$ cat src/rtl/dct_pkg.sv
// Shared definitions for the DCT row stage.
// Holds the row-stage FSM state encoding, default datapath widths,
// the pixel level-shift constant and the coefficient lane-packing offsets.
package dct_pkg;

    localparam int PIX_W       = 8;    // unsigned input pixel width
    localparam int COEF_W      = 9;    // packed signed coefficient width
    localparam int SHIFT       = 2;    // arithmetic right shift on full-width coefficients
    localparam int LEVEL_SHIFT = 128;  // centres unsigned pixels around zero
    localparam int LANES       = 4;    // coefficients per row word

    typedef enum logic [1:0] {
        S_COLLECT = 2'd0,
        S_CALC    = 2'd1,
        S_PUSH    = 2'd2
    } state_t;

    // Lane 0 (c0) occupies the most significant slot of the packed word,
    // lane 3 (c3) the least significant one.
    function automatic int lane_lsb(input int lane, input int coef_w);
        return (LANES - 1 - lane) * coef_w;
    endfunction

endpackage

$ cat src/rtl/dct4_row_stage_if.sv
// Bundle of the row stage's pixel-input handshake and FIFO write port.
//   pix_valid/pix_in/pix_ready : serial pixel stream, x0 first
//   fifo_full                  : downstream FIFO full flag
//   wr_en/din/out_last         : FIFO write strobe, packed row, block-end marker
// master = pixel source / FIFO side, slave = the row stage.
interface dct4_row_stage_if #(
    parameter int PIX_W  = dct_pkg::PIX_W,
    parameter int COEF_W = dct_pkg::COEF_W
) ();

    logic                  pix_valid;
    logic [PIX_W-1:0]      pix_in;
    logic                  pix_ready;
    logic                  fifo_full;
    logic                  wr_en;
    logic [4*COEF_W-1:0]   din;
    logic                  out_last;

    modport master (
        output pix_valid, pix_in, fifo_full,
        input  pix_ready, wr_en, din, out_last
    );

    modport slave (
        input  pix_valid, pix_in, fifo_full,
        output pix_ready, wr_en, din, out_last
    );

endinterface

$ cat src/rtl/dct4_butterfly.sv
// Combinational 4-point integer DCT on one row of level-shifted samples.
//   x : four signed PIX_W samples, x[0] = x0
//   c : four signed COEF_W coefficients, each the full-width result
//       arithmetically shifted right by SHIFT (floor)
module dct4_butterfly #(
    parameter int PIX_W  = dct_pkg::PIX_W,
    parameter int COEF_W = dct_pkg::COEF_W,
    parameter int SHIFT  = dct_pkg::SHIFT
) (
    input  logic signed [PIX_W-1:0]  x [4],
    output logic signed [COEF_W-1:0] c [4]
);

    // Worst case magnitude is 3*2^(PIX_W-1)*2 (y1/y3), so three guard bits suffice.
    localparam int FULL_W = PIX_W + 3;

    logic signed [FULL_W-1:0] e [4];
    logic signed [FULL_W-1:0] y [4];
    logic signed [FULL_W-1:0] s03, d03, s12, d12;

    generate
        for (genvar gi = 0; gi < 4; gi++) begin : g_ext
            assign e[gi] = FULL_W'(x[gi]);
        end
    endgenerate

    // Shared butterfly terms.
    assign s03 = e[0] + e[3];
    assign d03 = e[0] - e[3];
    assign s12 = e[1] + e[2];
    assign d12 = e[1] - e[2];

    assign y[0] = s03 + s12;
    assign y[1] = (d03 <<< 1) + d12;
    assign y[2] = s03 - s12;
    assign y[3] = d03 - (d12 <<< 1);

    // After the shift every result fits in COEF_W, so truncation is lossless.
    generate
        for (genvar gi = 0; gi < 4; gi++) begin : g_shift
            assign c[gi] = COEF_W'(y[gi] >>> SHIFT);
        end
    endgenerate

endmodule

$ cat src/rtl/dct4_row_stage.sv
// Front stage of the 2D DCT: collects four pixels, level-shifts them,
// runs the 4-point row DCT and writes the packed row into the coefficient FIFO.
//   clk : clock, rising edge
//   rst : asynchronous active-low reset
//   bus : pixel handshake in, FIFO write port out (dct4_row_stage_if.slave)
// Row period without backpressure is 6 cycles: 4 accept, 1 calc, 1 push.
module dct4_row_stage
    import dct_pkg::*;
#(
    parameter int PIX_W  = dct_pkg::PIX_W,
    parameter int COEF_W = dct_pkg::COEF_W,
    parameter int SHIFT  = dct_pkg::SHIFT
) (
    input  logic              clk,
    input  logic              rst,
    dct4_row_stage_if.slave   bus
);

    localparam int DIN_W = 4 * COEF_W;

    state_t                   state_reg, state_next;
    logic [1:0]               cnt_reg, cnt_next;
    logic [1:0]               row_reg, row_next;
    logic signed [PIX_W-1:0]  samp_reg [4];
    logic signed [PIX_W-1:0]  pix_shifted;
    logic signed [COEF_W-1:0] coef [4];
    logic [DIN_W-1:0]         coef_packed;
    logic [DIN_W-1:0]         din_reg;
    logic                     accept;
    logic                     load_din;

    // Level shift: subtract 128 in PIX_W bits and reinterpret as signed.
    assign pix_shifted = $signed(bus.pix_in - PIX_W'(LEVEL_SHIFT));
    assign accept      = bus.pix_ready & bus.pix_valid;

    // Sample registers: slot cnt_reg captures the pixel on each handshake.
    generate
        for (genvar gi = 0; gi < 4; gi++) begin : g_samp
            always_ff @(posedge clk or negedge rst) begin
                if (!rst) begin
                    samp_reg[gi] <= '0;
                end else if (accept && (cnt_reg == 2'(gi))) begin
                    samp_reg[gi] <= pix_shifted;
                end
            end
        end
    endgenerate

    dct4_butterfly #(
        .PIX_W  (PIX_W),
        .COEF_W (COEF_W),
        .SHIFT  (SHIFT)
    ) u_butterfly (
        .x (samp_reg),
        .c (coef)
    );

    generate
        for (genvar gi = 0; gi < 4; gi++) begin : g_pack
            assign coef_packed[lane_lsb(gi, COEF_W) +: COEF_W] = coef[gi];
        end
    endgenerate

    // State, counters and output word.
    always_ff @(posedge clk or negedge rst) begin
        if (!rst) begin
            state_reg <= S_COLLECT;
            cnt_reg   <= 2'd0;
            row_reg   <= 2'd0;
            din_reg   <= '0;
        end else begin
            state_reg <= state_next;
            cnt_reg   <= cnt_next;
            row_reg   <= row_next;
            if (load_din) begin
                din_reg <= coef_packed;
            end
        end
    end

    always_comb begin
        state_next    = state_reg;
        cnt_next      = cnt_reg;
        row_next      = row_reg;
        load_din      = 1'b0;
        bus.pix_ready = 1'b0;
        bus.wr_en     = 1'b0;
        unique case (state_reg)
            S_COLLECT: begin
                bus.pix_ready = 1'b1;
                if (bus.pix_valid) begin
                    // 2-bit count wraps to 0 on the fourth sample.
                    cnt_next = cnt_reg + 2'd1;
                    if (cnt_reg == 2'd3) begin
                        state_next = S_CALC;
                    end
                end
            end
            S_CALC: begin
                load_din   = 1'b1;
                state_next = S_PUSH;
            end
            S_PUSH: begin
                // Write strobe is gated directly by fifo_full so it can never
                // fire into a full FIFO.
                if (!bus.fifo_full) begin
                    bus.wr_en  = 1'b1;
                    row_next   = row_reg + 2'd1;
                    state_next = S_COLLECT;
                end
            end
            default: begin
                state_next = S_COLLECT;
            end
        endcase
    end

    assign bus.din      = din_reg;
    assign bus.out_last = bus.wr_en & (row_reg == 2'd3);

endmodule

$ cat src/flat_wrapper.sv
// flat-port wrapper written by rule: the top's interface ports become plain ports
module dct4_row_stage_flat import dct_pkg::*;
#(
    parameter int PIX_W  = dct_pkg::PIX_W,
    parameter int COEF_W = dct_pkg::COEF_W,
    parameter int SHIFT  = dct_pkg::SHIFT
)
  (clk, rst, bus_pix_valid, bus_pix_in, bus_fifo_full, bus_pix_ready, bus_wr_en, bus_din, bus_out_last);
  dct4_row_stage_if #(.PIX_W(PIX_W), .COEF_W(COEF_W)) bus_i ();
  input  logic clk;
  input  logic rst;
  input wire logic [$bits(bus_i.pix_valid)-1:0] bus_pix_valid;
  input wire logic [$bits(bus_i.pix_in)-1:0] bus_pix_in;
  input wire logic [$bits(bus_i.fifo_full)-1:0] bus_fifo_full;
  output wire logic [$bits(bus_i.pix_ready)-1:0] bus_pix_ready;
  output wire logic [$bits(bus_i.wr_en)-1:0] bus_wr_en;
  output wire logic [$bits(bus_i.din)-1:0] bus_din;
  output wire logic [$bits(bus_i.out_last)-1:0] bus_out_last;
  assign bus_i.pix_valid = bus_pix_valid;
  assign bus_i.pix_in = bus_pix_in;
  assign bus_i.fifo_full = bus_fifo_full;
  assign bus_pix_ready = bus_i.pix_ready;
  assign bus_wr_en = bus_i.wr_en;
  assign bus_din = bus_i.din;
  assign bus_out_last = bus_i.out_last;
  dct4_row_stage #(.PIX_W(PIX_W), .COEF_W(COEF_W), .SHIFT(SHIFT)) u_core (.clk(clk), .rst(rst), .bus(bus_i));
endmodule
$ cat config.mk
export PLATFORM = sky130hd
export DESIGN_NAME = dct4_row_stage_flat
export DESIGN_NICKNAME = d
export VERILOG_FILES = /design/src/rtl/dct_pkg.sv /design/src/rtl/dct4_row_stage_if.sv /design/src/rtl/dct4_butterfly.sv /design/src/rtl/dct4_row_stage.sv /design/src/flat_wrapper.sv
export SDC_FILE = /design/constraint.sdc
export NUM_CORES = 1
export LEC_CHECK = 0
export ABC_AREA = 1
export CORE_MARGIN = 2
export CORE_UTILIZATION = 35
export CTS_CLUSTER_SIZE = 28
export DETAILED_ROUTE_END_ITERATION = 16
export GPL_ROUTABILITY_DRIVEN = 1
export SYNTH_ARGS = -nofsm -noshare
export SYNTH_HDL_FRONTEND = slang
export SYNTH_SLANG_ARGS = --single-unit
$ cat constraint.sdc
create_clock -name clk -period 3.3 [get_ports clk]
set_clock_uncertainty 0.05 [all_clocks]
set_input_delay 0.66 -clock clk [delete_from_list [all_inputs] [get_ports clk]]
set_output_delay 0.66 -clock clk [all_outputs]
set_load 0.005 [all_outputs]
==> results.toml <==
[cells_and_area]
diodes = 0
largest_register_ffs = 34
area_growth_pct = 20.8
nets = 900
fill_cells = 1642
layout-drive-gt1-share_pct = 15.2
multi_input_area_um2 = 3460
ff_latch_area_um2 = 1800
post-route-cell-area_um2 = 6910
final_util_pct = 43.4

[worst_setup_path]
path_cells = "ha_1 -> fa_2 -> a21oi_2 -> o21bai_2 -> a21oi_2 -> o21ai_1 -> xor2_1 -> inv_1 -> ha_4 -> inv_1 -> nor4_2 -> nand2_1 -> o311ai_1 -> nand2_1 -> o211ai_1 -> nand2_1"
critical_path_required_ps = 3480
path_buf_inv = 2
max_stage_delay_ps = 390
crit_top_cell = "nand2_1"
cp_max_fo = 3
cp-end-kind = "register"
path_delay_family = "adder cells"
cp.arrival_ps = 3310
path_class = "reg2reg"
startpoint_type = "register"
cpMaxStageDelayCell = "dfrtp_1"

[route]
wl_um = 12900
wl_per_cell_um = 12.4
first_pass_iters = 5
detail-route-antenna-nets = 0
drtIter0Drc = 265
drc = 0
num_vias = 4706
vias_per_cell = 4.53

[yosys]
ys_async_sr_fraction_pct = 100
yosys_warnings = 0
synth_top_cell_area_share_pct = 31.5
synth_ff_type = "dfrtp_1"
ys_ff_latch = 72
syn_area_per_cell_um2 = 7.50
synth_top_area_cell = "dfrtp_1"
synthTopCellsByCount = "nand2_1, inv_1, dfrtp_1"
syn_area_um2 = 5720
seq_area_frac_synth_pct = 31.5
syn_inst = 763
ys_types = 47
synth-edff-count = 0
synth_area_leaders = "dfrtp_1, ha_1, nand2_1"
synth.most_common_cell = "nand2_1"
synth_nets = 845

[cts]
clk_latency_ps = 350
cts_buffer_depth = 2
cts.clk_slew.worst_paths_ps = 50
ctsHtreeMaxLevel = 3
holdBufCountCts = 0
ctsRootBufferMaster = "clkbuf_16"
cts.sinks = 72
tritoncts = "built"
numCtsBuffers = 9

[grt]
grt_max_degree = 73
grtUsageTotal_pct = 15.7
first_global_vias = 4589
grt_pass1_wl_um = 22100
antenna_found_initial = 0
grt_overflow_total = 0

[placement]
io_buffers = 50
gp_congestion = 0.879
post-dp-hpwl_um = 10000
placed_cell_area_um2 = 6430

[floorplanning]
fp.dieW_um = 132
die_area_um2 = 17400
io_pins = 51
fp.dieH_um = 132
core.rowCount = 46
core_um2 = 15900
initial_core_util_pct = 35.9

[sta]
worst_pin_slew_ps = 924
rsz0062_at_grt = "yes"
finalCritPeriodShare_pct = 94.7
min_period_ps = 3120
whs_ps = 402
hold_viol = 0
setup_violations = 0
slew_violations = 0
timing.fmax_mhz = 320
max_slew_margin_pct = 38.4

[outcome]
outcome = "finished clean"

[hold_path]
hold_class = "in2async"

[run]
drv_cap = 0
## repair_timing
action                                  in CTS  in global routing
gates resized for setup                      0                 28
setup buffers                                0                  6
endpoints found under the setup margin       0                  7
## per-stage QoR
stage / setup WS (ps) / instances / setup TNS [ps]
after CTS: 50.4 / 1033 / 0
final: 175 / 1039 / 0
after floorplan: 216 / 763 / 0
after detailed placement: 93.4 / 1017 / 0
after global routing: -35.6 / 1039 / -43.3
after global placement: 177 / 1017 / 0
## cells in the final DEF, fill, tap and decap left out, types with 3 or more instances in the layout
| cell type | Yosys | routed |
|---|---|---|
| ha_1 | 64 | 57 |
| a21oi_2 | 4 | 10 |
| clkdlybuf4s50_1 | 0 | 49 |
| nand2_2 | 33 | 33 |
| nand3_1 | 40 | 40 |
| buf_4 | 4 | 17 |
| inv_1 | 110 | 109 |
| xnor2_1 | 4 | 4 |
| nand3_2 | 4 | 4 |
| fa_1 | 6 | 4 |
| dfrtp_1 | 72 | 71 |
| nor2_1 | 30 | 29 |
| a21oi_1 | 27 | 21 |
| xor2_1 | 22 | 20 |
| o21ai_1 | 3 | 4 |
| a31oi_1 | 7 | 6 |
| o21bai_2 | 2 | 3 |
| ha_4 | 0 | 5 |
| nor3_1 | 5 | 5 |
| clkbuf_16 | 0 | 9 |
| inv_2 | 11 | 12 |
| o21ai_0 | 56 | 55 |
| nand2_4 | 3 | 3 |
| nand2_1 | 207 | 207 |
| nor2_2 | 4 | 5 |
## cell type report
class,count,share of cell area (%)
clock buffers,13,3.76
clock inverters,3,0.579
repair buffers,66,8.94
flip-flops and latches,72,26.1
multi-input cells,547,50.1
well taps,216,3.91
inverters,122,6.66
## path summary, 6_finish.rpt
path	start	endpoint	slack [ps]	cells after the start
worst max-delay path	u_core.samp_reg[8]	u_core.bus.din[34]	180	16
worst min-delay path	rst	u_core.bus.din[0]	400	1
worst max register to register	u_core.samp_reg[8]	u_core.bus.din[34]	180	16
worst min register to register	u_core.row_reg[1]	u_core.row_reg[1]	420	2
max in group asynchronous	rst	u_core.samp_reg[9]	2160	1
min in group clk	u_core.row_reg[1]	u_core.row_reg[1]	420	2
## cell families after synthesis
| logic type | after synthesis | synth area share, % |
|---|---|---|
| buffers and inverters | 144 | 10.5 |
| AOI/OAI and AO/OA | 115 | 11.6 |
| and+or+nand+nor | 336 | 26.4 |
| xor gates and xnor gates | 26 | 3.98 |
| adders and majority gates | 70 | 16.1 |
| DFF | 72 | 31.5 |
## per-layer routing
layer	wire length [um]	track usage (%)
met1	6470	21.1
met2	5710	24.6
met3	430	2.81
met4	245	7.07
met5	0	0
Power is left out: the tool's default activity adds up to more than one toggle a clock period on the data nets, which glitch-free logic cannot reach.
